`src/rtl/tdm_slot_capture.sv`:
```
// tdm_slot_capture
//   Demultiplexes a serial sample lane into four slot registers. The one-hot
//   phase token from the ring counter selects the slot. A completed rotation
//   (slot0..slot3 in order) is delivered as one 4*W-bit frame through a
//   valid/ready output register.
//   Flags: seq_err (bad or out-of-order phase while collecting), overrun
//   (completed frame dropped because the output was full), and drop_cnt
//   (aborted partial frames).
//   Optional feature macro: TDM_FRAME_CNT_EN builds the delivered-frame counter.
//   Without the macro, frame_cnt is tied to zero.
module tdm_slot_capture #(
    parameter int W = 8
) (
    input  logic             clk,
    input  logic             clear,
    input  logic [3:0]       phase,
    input  logic [W-1:0]     din,
    input  logic             din_valid,
    input  logic             err_clr,
    output logic [4*W-1:0]   frame,
    output logic             frame_valid,
    input  logic             frame_ready,
    output logic             seq_err,
    output logic             overrun,
    output logic [7:0]       drop_cnt,
    output logic [7:0]       frame_cnt
);

    localparam logic ST_SYNC    = 1'b0;
    localparam logic ST_COLLECT = 1'b1;

    logic           r_state;
    logic [1:0]     r_exp;
    logic [W-1:0]   r_slot0;
    logic [W-1:0]   r_slot1;
    logic [W-1:0]   r_slot2;
    logic [4*W-1:0] r_frame;
    logic           r_frame_valid;
    logic           r_seq_err;
    logic           r_overrun;
    logic [7:0]     r_drop_cnt;

    logic [3:0]     w_exp_oh;
    logic           w_match;
    logic           w_start;
    logic           w_take;
    logic           w_abort;
    logic           w_seq_ev;
    logic           w_complete;
    logic           w_xfer;
    logic           w_load;
    logic           w_ovr_ev;

    // Slot decode and the per-cycle event strobes that every register below uses.
    always_comb begin
        w_exp_oh   = 4'b0001 << r_exp;
        w_match    = (phase == w_exp_oh);
        // Only a valid slot0 sample can open a frame. Everything else in SYNC is ignored.
        w_start    = (r_state == ST_SYNC) && (phase == 4'b0001) && din_valid;
        w_take     = (r_state == ST_COLLECT) && w_match && din_valid;
        // While collecting, a missing sample or a bad phase both kill the partial frame.
        w_abort    = (r_state == ST_COLLECT) && !(w_match && din_valid);
        w_seq_ev   = (r_state == ST_COLLECT) && !w_match;
        w_complete = w_take && (r_exp == 2'd3);
        w_xfer     = r_frame_valid && frame_ready;
        // A completed frame may load if the output is empty or drains on this same edge.
        w_load     = w_complete && (!r_frame_valid || frame_ready);
        w_ovr_ev   = w_complete && r_frame_valid && !frame_ready;
    end

    // Frame-lock state and expected-slot pointer.
    // After slot3 the pointer wraps to 0 and stays in COLLECT, so frames can run back-to-back.
    always_ff @(posedge clk or negedge clear) begin
        if (!clear) begin
            r_state <= ST_SYNC;
            r_exp   <= 2'd0;
        end else if (w_start) begin
            r_state <= ST_COLLECT;
            r_exp   <= 2'd1;
        end else if (w_abort) begin
            r_state <= ST_SYNC;
            r_exp   <= 2'd0;
        end else if (w_take) begin
            r_exp   <= r_exp + 2'd1;
        end
    end

    // Slot capture. Slot3 goes straight into the frame register, so it needs no holding register.
    always_ff @(posedge clk or negedge clear) begin
        if (!clear) begin
            r_slot0 <= '0;
            r_slot1 <= '0;
            r_slot2 <= '0;
        end else if (w_start) begin
            r_slot0 <= din;
        end else if (w_take) begin
            case (r_exp)
                2'd0:    r_slot0 <= din;
                2'd1:    r_slot1 <= din;
                2'd2:    r_slot2 <= din;
                default: ;
            endcase
        end
    end

    // Output register. The frame holds while valid and not accepted, and it is only overwritten by a load.
    always_ff @(posedge clk or negedge clear) begin
        if (!clear) begin
            r_frame       <= '0;
            r_frame_valid <= 1'b0;
        end else if (w_load) begin
            r_frame       <= {din, r_slot2, r_slot1, r_slot0};
            r_frame_valid <= 1'b1;
        end else if (w_xfer) begin
            r_frame_valid <= 1'b0;
        end
    end

    // Sticky flags. A new event in the same cycle wins over err_clr.
    always_ff @(posedge clk or negedge clear) begin
        if (!clear) begin
            r_seq_err <= 1'b0;
            r_overrun <= 1'b0;
        end else begin
            if (w_seq_ev)
                r_seq_err <= 1'b1;
            else if (err_clr)
                r_seq_err <= 1'b0;
            if (w_ovr_ev)
                r_overrun <= 1'b1;
            else if (err_clr)
                r_overrun <= 1'b0;
        end
    end

    // Aborted-frame counter. It wraps naturally and is not cleared by err_clr.
    always_ff @(posedge clk or negedge clear) begin
        if (!clear)
            r_drop_cnt <= 8'd0;
        else if (w_abort)
            r_drop_cnt <= r_drop_cnt + 8'd1;
    end

`ifdef TDM_FRAME_CNT_EN
    logic [7:0] r_frame_cnt;

    // Delivered-frame counter: one count per output transfer, wrapping at 255.
    always_ff @(posedge clk or negedge clear) begin
        if (!clear)
            r_frame_cnt <= 8'd0;
        else if (w_xfer)
            r_frame_cnt <= r_frame_cnt + 8'd1;
    end

    assign frame_cnt = r_frame_cnt;
`else
    assign frame_cnt = 8'd0;
`endif

    assign frame       = r_frame;
    assign frame_valid = r_frame_valid;
    assign seq_err     = r_seq_err;
    assign overrun     = r_overrun;
    assign drop_cnt    = r_drop_cnt;

endmodule

```
`config.mk`:
```
export PLATFORM = sky130hd
export DESIGN_NAME = tdm_slot_capture
export DESIGN_NICKNAME = d
export VERILOG_FILES = /design/src/rtl/tdm_slot_capture.sv
export SDC_FILE = /design/constraint.sdc
export NUM_CORES = 1
export LEC_CHECK = 0
export ABC_AREA = 1
export ABC_CLOCK_PERIOD_IN_PS = 2500
export BUFFER_PORTS_ARGS = -buffer_cell sky130_fd_sc_hd__buf_2
export CORE_MARGIN = 2
export CORE_UTILIZATION = 54
export DETAILED_ROUTE_END_ITERATION = 8
export GPL_TIMING_DRIVEN = 0
export PLACE_DENSITY = 0.81
export SLEW_MARGIN = 20
export SYNTH_ARGS = -nofsm -noshare
export SYNTH_HDL_FRONTEND = slang
export SYNTH_SLANG_ARGS = --single-unit
```
`constraint.sdc`:
```
create_clock -name clk -period 2.5 [get_ports clk]
set_input_delay 0.125 -clock clk [delete_from_list [all_inputs] [get_ports clk]]
set_output_delay 0.125 -clock clk [all_outputs]
set_load 0.01 [all_outputs]
```
==> summary.txt, run 1 <==
Outcome
  • Status: finished clean

Floorplanning
  • Core Footprint: 5851 um2
  • # rows: 28
  • Die H: slightly above 80 um
  • Die ar.: 6617 um2
  • Initial Util: 55.22%
  • IO Count: 68
  • Die width: 81.35 um

Routing
  • Post-route ant nets: 0
  • M1 WL: 3039 um
  • Iteration-0 DRC count of the detailed router: between 100 and 150
  • Total number of vias: 2592
  • 1st-pass router iterations: 4
  • Via density: 5.092
  • Post-detailed-route DRC marker count: 0
  • Max layer used: met4
  • Per-cell routed wire length: about 14 um
  • DRT Wirelength: 6889 um
  • WL met2: 3296 um
  • Length of routed met3 wiring: 465 um

Yosys
  • Largest area contributor in the netlist: dfrtp_1
  • Synth Area per Inst: 9.230 um2
  • Yosys reg bits: 70
  • Ys Warns: 0
  • Unique masters post-synth: 27
  • Synth area leaders: dfrtp_1, nand2_1, nand4_1
  • Area share of the largest cell type after synthesis: 54.22%
  • Sequential element share of the synthesized area: around 54%
  • Synthesized area: 3231 um2
  • Mapped Cells: 350

Timing
  • Max Clk Rate: 480.8 MHz
  • Minimum clock period: a little over 2 ns
  • Final setup fails: 0
  • Max Slew Vio Count: 0
  • Final WS setup: 0.4202 ns
  • Clock skew: 0.004232 ns
  • TNS Setup: 0 ns
  • Fin crit share: 83.19%
  • RSZ-0062 raised after global routing: false
  • Final hold vios: 0

Layout
  • Inserted Diodes: 0
  • Core Util, Final: 65.83%
  • Area delta synth->final: 19.21%
  • Share of layout cells above drive strength 1: 27.65%
  • Final nets: 452

Worst setup path
  • Nature of the critical path endpoint: flip-flop
  • WP data arrival: between 2 and 2.5 ns
  • Reg2reg start: r_exp[0]$_DFFE_PN0P_
  • Worst Path Required: 2.73 ns
  • R2R setup slack: approximately 0.42 ns
  • Worst R2R End: r_slot2[6]$_DFFE_PN0P_
  • Worst Path Max Fanout: 10
  • Critical Path Start Type: flip-flop
  • Critical path type: flip-flop to flip-flop
  • Worst reg2reg path depth: 12

Global routing
  • Vias in the first global route: 2407
  • Initial antenna violation count: 0
  • First-pass GRT wire length: ~12000 um
  • Congestion Overflow GR: 0
  • Total track usage: between 20% and 30%
  • Largest net degree at the start of global routing: 51

Min path
  • Hold Crit Class: primary input to flip-flop
  • Hold Path Depth: 3
  • HP Start: din[4]
  • WHS Endpoint: r_slot0[4]$_DFFE_PN0P_

Power and ir drop
  • Max VDD drop: 420.0 uV
  • Power per Cell Area: 580.2 nW/um2
  • Leak: ~0.0022 uW

Clocking
  • CTS tree: built
  • CTS buffer count: 9
  • Deepest clock path buffer count: 2
  • H-tree depth: 3
  • Post-cts resize count: 0
  • Clock transition at the registers of the reported paths: about 0.07 ns
  • Clock latency on the worst-skew pair: 0.34 ns
  • Root buffer cell: clkbuf_8
  • Clock Sinks: 70

Placement
  • DP Wirelength: 5088 um
  • Setup slack at placement: ~0.43 ns
  • GPL Wtd Cong: 0.8224
  • Port Buffer Count: between 50 and 60

Job
  • Max cap viols: 0
## registers in the layout, summed over array words and instances, names as in the netlist
name and flops:
frame 32, drop_cnt 8, r_slot0 8, r_slot1 8, r_slot2 8, r_exp 2
frame_valid 1, overrun 1, r_state 1, seq_err 1
## power by group
| group | switching [uW] | internal, uW | total, uW |
|---|---|---|---|
| clock network | 411 | 347 | 759 |
| logic | 152 | 93.1 | 245 |
| registers | 45.4 | 1190 | 1230 |
## through the flow
stage	hold WS [ns]	std cells	cell area, um2	power, uW
detailed placement	0.04100	492	3676	1496
CTS	0.04977	509	3851	2249
finish	0.07336	509	3851	2234
global placement	0.3376	491	3646	1478
floorplan	-0.1706	357	3257	1390
global route	0.07454	509	3851	2331
## critical path, cell delays in order (launching register included)
cell and delay (ns):
dfrtp_1 0.41, inv_1 0.13, ha_1 0.28, inv_1 0.06, nand2_1 0.06, nand2_1 0.08
nor2_4 0.16, nand3_4 0.15, nor2_8 0.23, nand2_4 0.12, buf_6 0.17, nand2_2 0.07
o21ai_2 0.05
## cells in the mapped netlist, drive strengths merged
| cell type | n |
|---|---|
| xor2 | 1 |
| nand4 | 35 |
| ha | 5 |
| xnor2 | 5 |
| o21ai | 19 |
| nor3 | 2 |
| o211ai | 1 |
| nor2 | 7 |
| dfrtp | 70 |
| nand2 | 124 |
| nand3 | 28 |
| buf | 17 |
| conb | 1 |
| clkinv | 1 |
| inv | 26 |
| clkbuf | 8 |
## per-layer routing
metal	vias to the layer above	track usage, %
li1	1285	-
met1	1215	31.24
met2	83	36.97
met3	9	5.000
met4	0	9.661
met5	-	0
## final cells by class
cell class	instances	area (um2)
multi-input cells	235	1246
plain buffers	25	157.7
flip-flops and latches	70	1752
inverters	27	101.3
clock buffers	10	127.6
fillers	476	1999
clock inverters	5	27.53
well taps	75	93.84
repair buffers	62	345.3
## worst max path at each step
stage	endpoint	slack, ns	start	depth (start not counted)
after floorplan	r_slot1[5]$_DFFE_PN0P_	0.71	r_exp[0]$_DFFE_PN0P_	12
after CTS	r_slot2[6]$_DFFE_PN0P_	0.40	r_exp[0]$_DFFE_PN0P_	12
final	r_slot2[6]$_DFFE_PN0P_	0.42	r_exp[0]$_DFFE_PN0P_	12
after global placement	frame[14]$_DFFE_PN0P_	0.49	r_exp[0]$_DFFE_PN0P_	12
after detailed placement	r_slot2[6]$_DFFE_PN0P_	0.43	r_exp[0]$_DFFE_PN0P_	12
after global routing	frame[5]$_DFFE_PN0P_	0.26	r_exp[0]$_DFFE_PN0P_	12
## kinds of logic after synthesis
group	count (synthesis)	synth area share (%)
and+or+nand+nor	196	29.05
DFF	70	54.22
buffers and inverters	52	8.017
AOI/OAI and AO/OA	20	5.035
xor gates and xnor gates	6	1.627
adders and majority gates	5	1.936
other	1	0.1161
## repair_timing
action | CTS | global route
setup buffers | 0 | 0
endpoints found under the hold margin | 23 | 0
hold buffers | 2 | 0
## cell usage in the layout (no fill, tap or decap), types with 3 or more instances in the layout
master	count
o21ai_0	3
clkbuf_1	9
clkbuf_8	9
inv_1	25
nand2_2	4
o21ai_2	16
xnor2_1	5
clkinv_2	4
nand3_1	27
buf_2	61
ha_1	5
nor2_1	3
dfrtp_1	70
buf_4	13
nand4_1	34
conb_1	8
nand2_1	118
No activity file was read; power rests on OpenSTA's default activity.
==> run 2: changes to the inputs <==
- ABC_CLOCK_PERIOD_IN_PS: 2500 -> 1840
- CORE_UTILIZATION: 54 -> 49
- PLACE_DENSITY: 0.81 -> 0.78
- clock period: 2.5 -> 1.84 ns (I/O delays scaled with it)
==> run 2 against run 1 <==
The run now ends with negative setup slack left. Worst hold slack got worse by 0.055 ns. Via count rose by 14%. First-iteration DRC count rose by 130%. Global-route usage rose by 0.43 points. Setup slack got worse by 0.62 ns. Power rose by 55%. Register-to-register slack got worse by 0.62 ns. Die area rose by 9.7%. Combinational power rose by 100%. Sequential share of layout area fell by 6.8 points. Clock power rose by 69%. Critical endpoint is now r_slot2[1]$_DFFE_PN0P_. Largest power group unchanged.
==> summary.txt, run 2 (synthesis results as in run 1) <==
Outcome
  • Status: finished with violations
  • Failing checks: negative setup slack

Worst setup path
  • Worst R2R End: r_slot2[1]$_DFFE_PN0P_
  • Nature of the critical path endpoint: flip-flop
  • Critical path type: flip-flop to flip-flop
  • Worst Path Max Fanout: 6 (-4)
  • Worst Setup SP: r_exp[0]$_DFFE_PN0P_
  • Reg2reg start: r_exp[0]$_DFFE_PN0P_
  • WP data arrival: 2.28 ns (-0.03 ns)
  • Worst reg2reg path depth: 13 (+1)
  • Worst Path Required: 2.08 ns (-0.65 ns)
  • R2R setup slack: -0.20 ns (-0.62 ns)
  • Critical Path Start Type: flip-flop

Floorplanning
  • Core Footprint: 6350 um2 (+8.5%)
  • IO Count: 68 (unchanged)
  • Initial Util: 50.88% (-4.3 points)
  • Die width: 85.20 um (+4.7%)
  • Die ar.: 7258 um2 (+9.7%)
  • Die H: 85.20 um (+4.7%)
  • # rows: 29 (+3.6%)

Global routing
  • Vias in the first global route: 2760 (+15%)
  • Congestion Overflow GR: 0 (unchanged)
  • Largest net degree at the start of global routing: 44 (-14%)
  • Initial antenna violation count: 0 (unchanged)
  • First-pass GRT wire length: 13390 um (+16%)
  • Total track usage: 23.76% (+0.43 points)

Layout
  • Register area: 1754 um2 (+0.14%)
  • Most frequent cells in the layout: dfrtp_1, nand2_1, buf_2
  • Multi-input gate area in the final layout: 1564 um2 (+26%)
  • Inserted Diodes: 0 (unchanged)
  • Area delta synth->final: 40.36%
  • FILL cells: 417 (-12%)
  • Share of layout cells above drive strength 1: 48.04% (+20 points)
  • Max reg flops: 32 (unchanged)
  • Final nets: 477 (+5.5%)
  • Commonest non-fill, non-tap cell in the layout: dfrtp_1

Routing
  • DRT Wirelength: 8863 um (+29%)
  • 1st-pass router iterations: 4 (unchanged)
  • Total number of vias: 2947 (+14%)
  • Per-cell routed wire length: 16.50 um (+22%)
  • Post-detailed-route DRC marker count: 0 (unchanged)
  • Via density: 5.488 (+7.8%)
  • Post-route ant nets: 0 (unchanged)
  • Iteration-0 DRC count of the detailed router: 293 (+130%)

Power and ir drop
  • Switching pwr: 944.6 uW (+55%)
  • Clk pwr share: 37.0% (+3.1 points)
  • Leak: 0.002472 uW (+11%)
  • Switching Fraction: 27.24% (about the same)
  • Comb power frac: 14.2% (+3.2 points)
  • Sequential share of power: 48.7% (-6.4 points)
  • Power per Cell Area: 764.8 nW/um2 (+32%)
  • Final total power: 3468 uW (+55%)
  • Cell Int Power: 2523 uW (+55%)
  • Max VDD drop: 546.4 uV (+30%)

Placement
  • Port Buffer Count: 59 (unchanged)
  • Setup slack at placement: -0.2559 ns (-0.6845 ns)
  • DP Wirelength: 5026 um (-1.2%)
  • GPL Wtd Cong: 0.8105 (-1.4%)

Timing
  • Clock skew: 0.01293 ns (+0.008702 ns)
  • TNS Setup: -6.938 ns (-6.938 ns)
  • Max Clk Rate: 490.8 MHz (+2.1%)
  • Minimum clock period: 2.037 ns (-0.04236 ns)
  • Fin crit share: 110.7% (+28 points)
  • Slew margin rel.: 54.85%
  • RSZ-0062 raised after global routing: true
  • Final setup fails: 60 (+60)
  • Final WS setup: -0.1975 ns (-0.6176 ns)
  • Max Slew Vio Count: 0 (unchanged)
  • Worst slew pin tran: 0.6773 ns
  • Final hold vios: 0 (unchanged)

Min path
  • Hold Path Depth: 3 (unchanged)
  • Hold Crit Class: primary input to flip-flop
  • HP Start: din[7]
  • WHS Endpoint: r_slot0[7]$_DFFE_PN0P_

Clocking
  • Clock latency on the worst-skew pair: 0.36 ns (+0.02 ns)
  • Root buffer cell: clkbuf_8
  • Clock transition at the registers of the reported paths: 0.08 ns (about the same)
  • CTS buffer count: 9 (unchanged)
  • CTS tree: built
  • Deepest clock path buffer count: 2 (unchanged)
  • H-tree depth: 3 (unchanged)
  • Clock Sinks: 70 (unchanged)

Job
  • Max cap viols: 0 (unchanged)
[run 2: stage by stage]
| stage | std cells | utilization [%] | hold slack (ns) | area, um2 |
|---|---|---|---|---|
| 2_1_floorplan | 357 | - | -0.2036 | 3257 |
| 3_3_place_gp | 493 | 57.46 | 0.3015 | 3649 |
| 3_5_place_dp | 494 | 57.81 | 0.03322 | 3671 |
| 4_1_cts | 526 | 65.28 | 0.01270 | 4145 |
| 5_1_grt | 537 | 71.41 | 0.02854 | 4534 |
| 6_report | 537 | 71.41 | 0.01813 | 4534 |
[run 2: metal layers]
layer	track usage [%]	routed length, um
met1	32.24	3737
met4	12.27	335
met2	36.08	4207
met5	0	0
met3	5.156	583
[run 2: what timing repair did]
action / 4_1_cts / 5_1_grt
hold buffers: 2 / 0
setup buffers: 11 / 10
hold endpoints to repair: 29 / 0
gates resized for setup: 48 / 76
pin swaps: 12 / 14
setup endpoints to repair: 60 / 65
gates cloned: 3 / 2
[run 2: worst max path at each step]
stage,endpoint
after floorplan,r_slot1[5]$_DFFE_PN0P_
after global placement,frame[23]$_DFFE_PN0P_
after detailed placement,frame[0]$_DFFE_PN0P_
after CTS,frame[14]$_DFFE_PN0P_
after global routing,r_slot2[3]$_DFFE_PN0P_
final,r_slot2[1]$_DFFE_PN0P_
[run 2: worst max-delay path, stage by stage (launching register included)]
cell and delay, ns:
dfrtp_2 0.48, inv_4 0.12, ha_4 0.15, inv_2 0.04, nand2_2 0.06, nand2_2 0.06
nor2_4 0.16, buf_6 0.13, nand3_4 0.09, nor2_8 0.22, nand2_4 0.14, buf_12 0.16
nand2_2 0.06, o21ai_2 0.05
[run 2: power groups by stage]
stage	Clock, uW	Sequential (uW)	Combinational [uW]
after floorplan	0	1700	188
after global placement	0	1690	314
after detailed placement	0	1700	329
after CTS	1280	1680	396
after global routing	1360	1700	532
final	1280	1690	493
[run 2: final cells by class]
type	instances	share of cell area [%]
Sequential cell	70	38.69
Multi-Input combinational cell	235	34.49
Timing Repair Buffer	87	13.30
Buffer	25	4.608
Clock buffer	13	3.504
Inverter	27	2.345
Tap cell	77	2.125
Clock inverter	3	0.9382
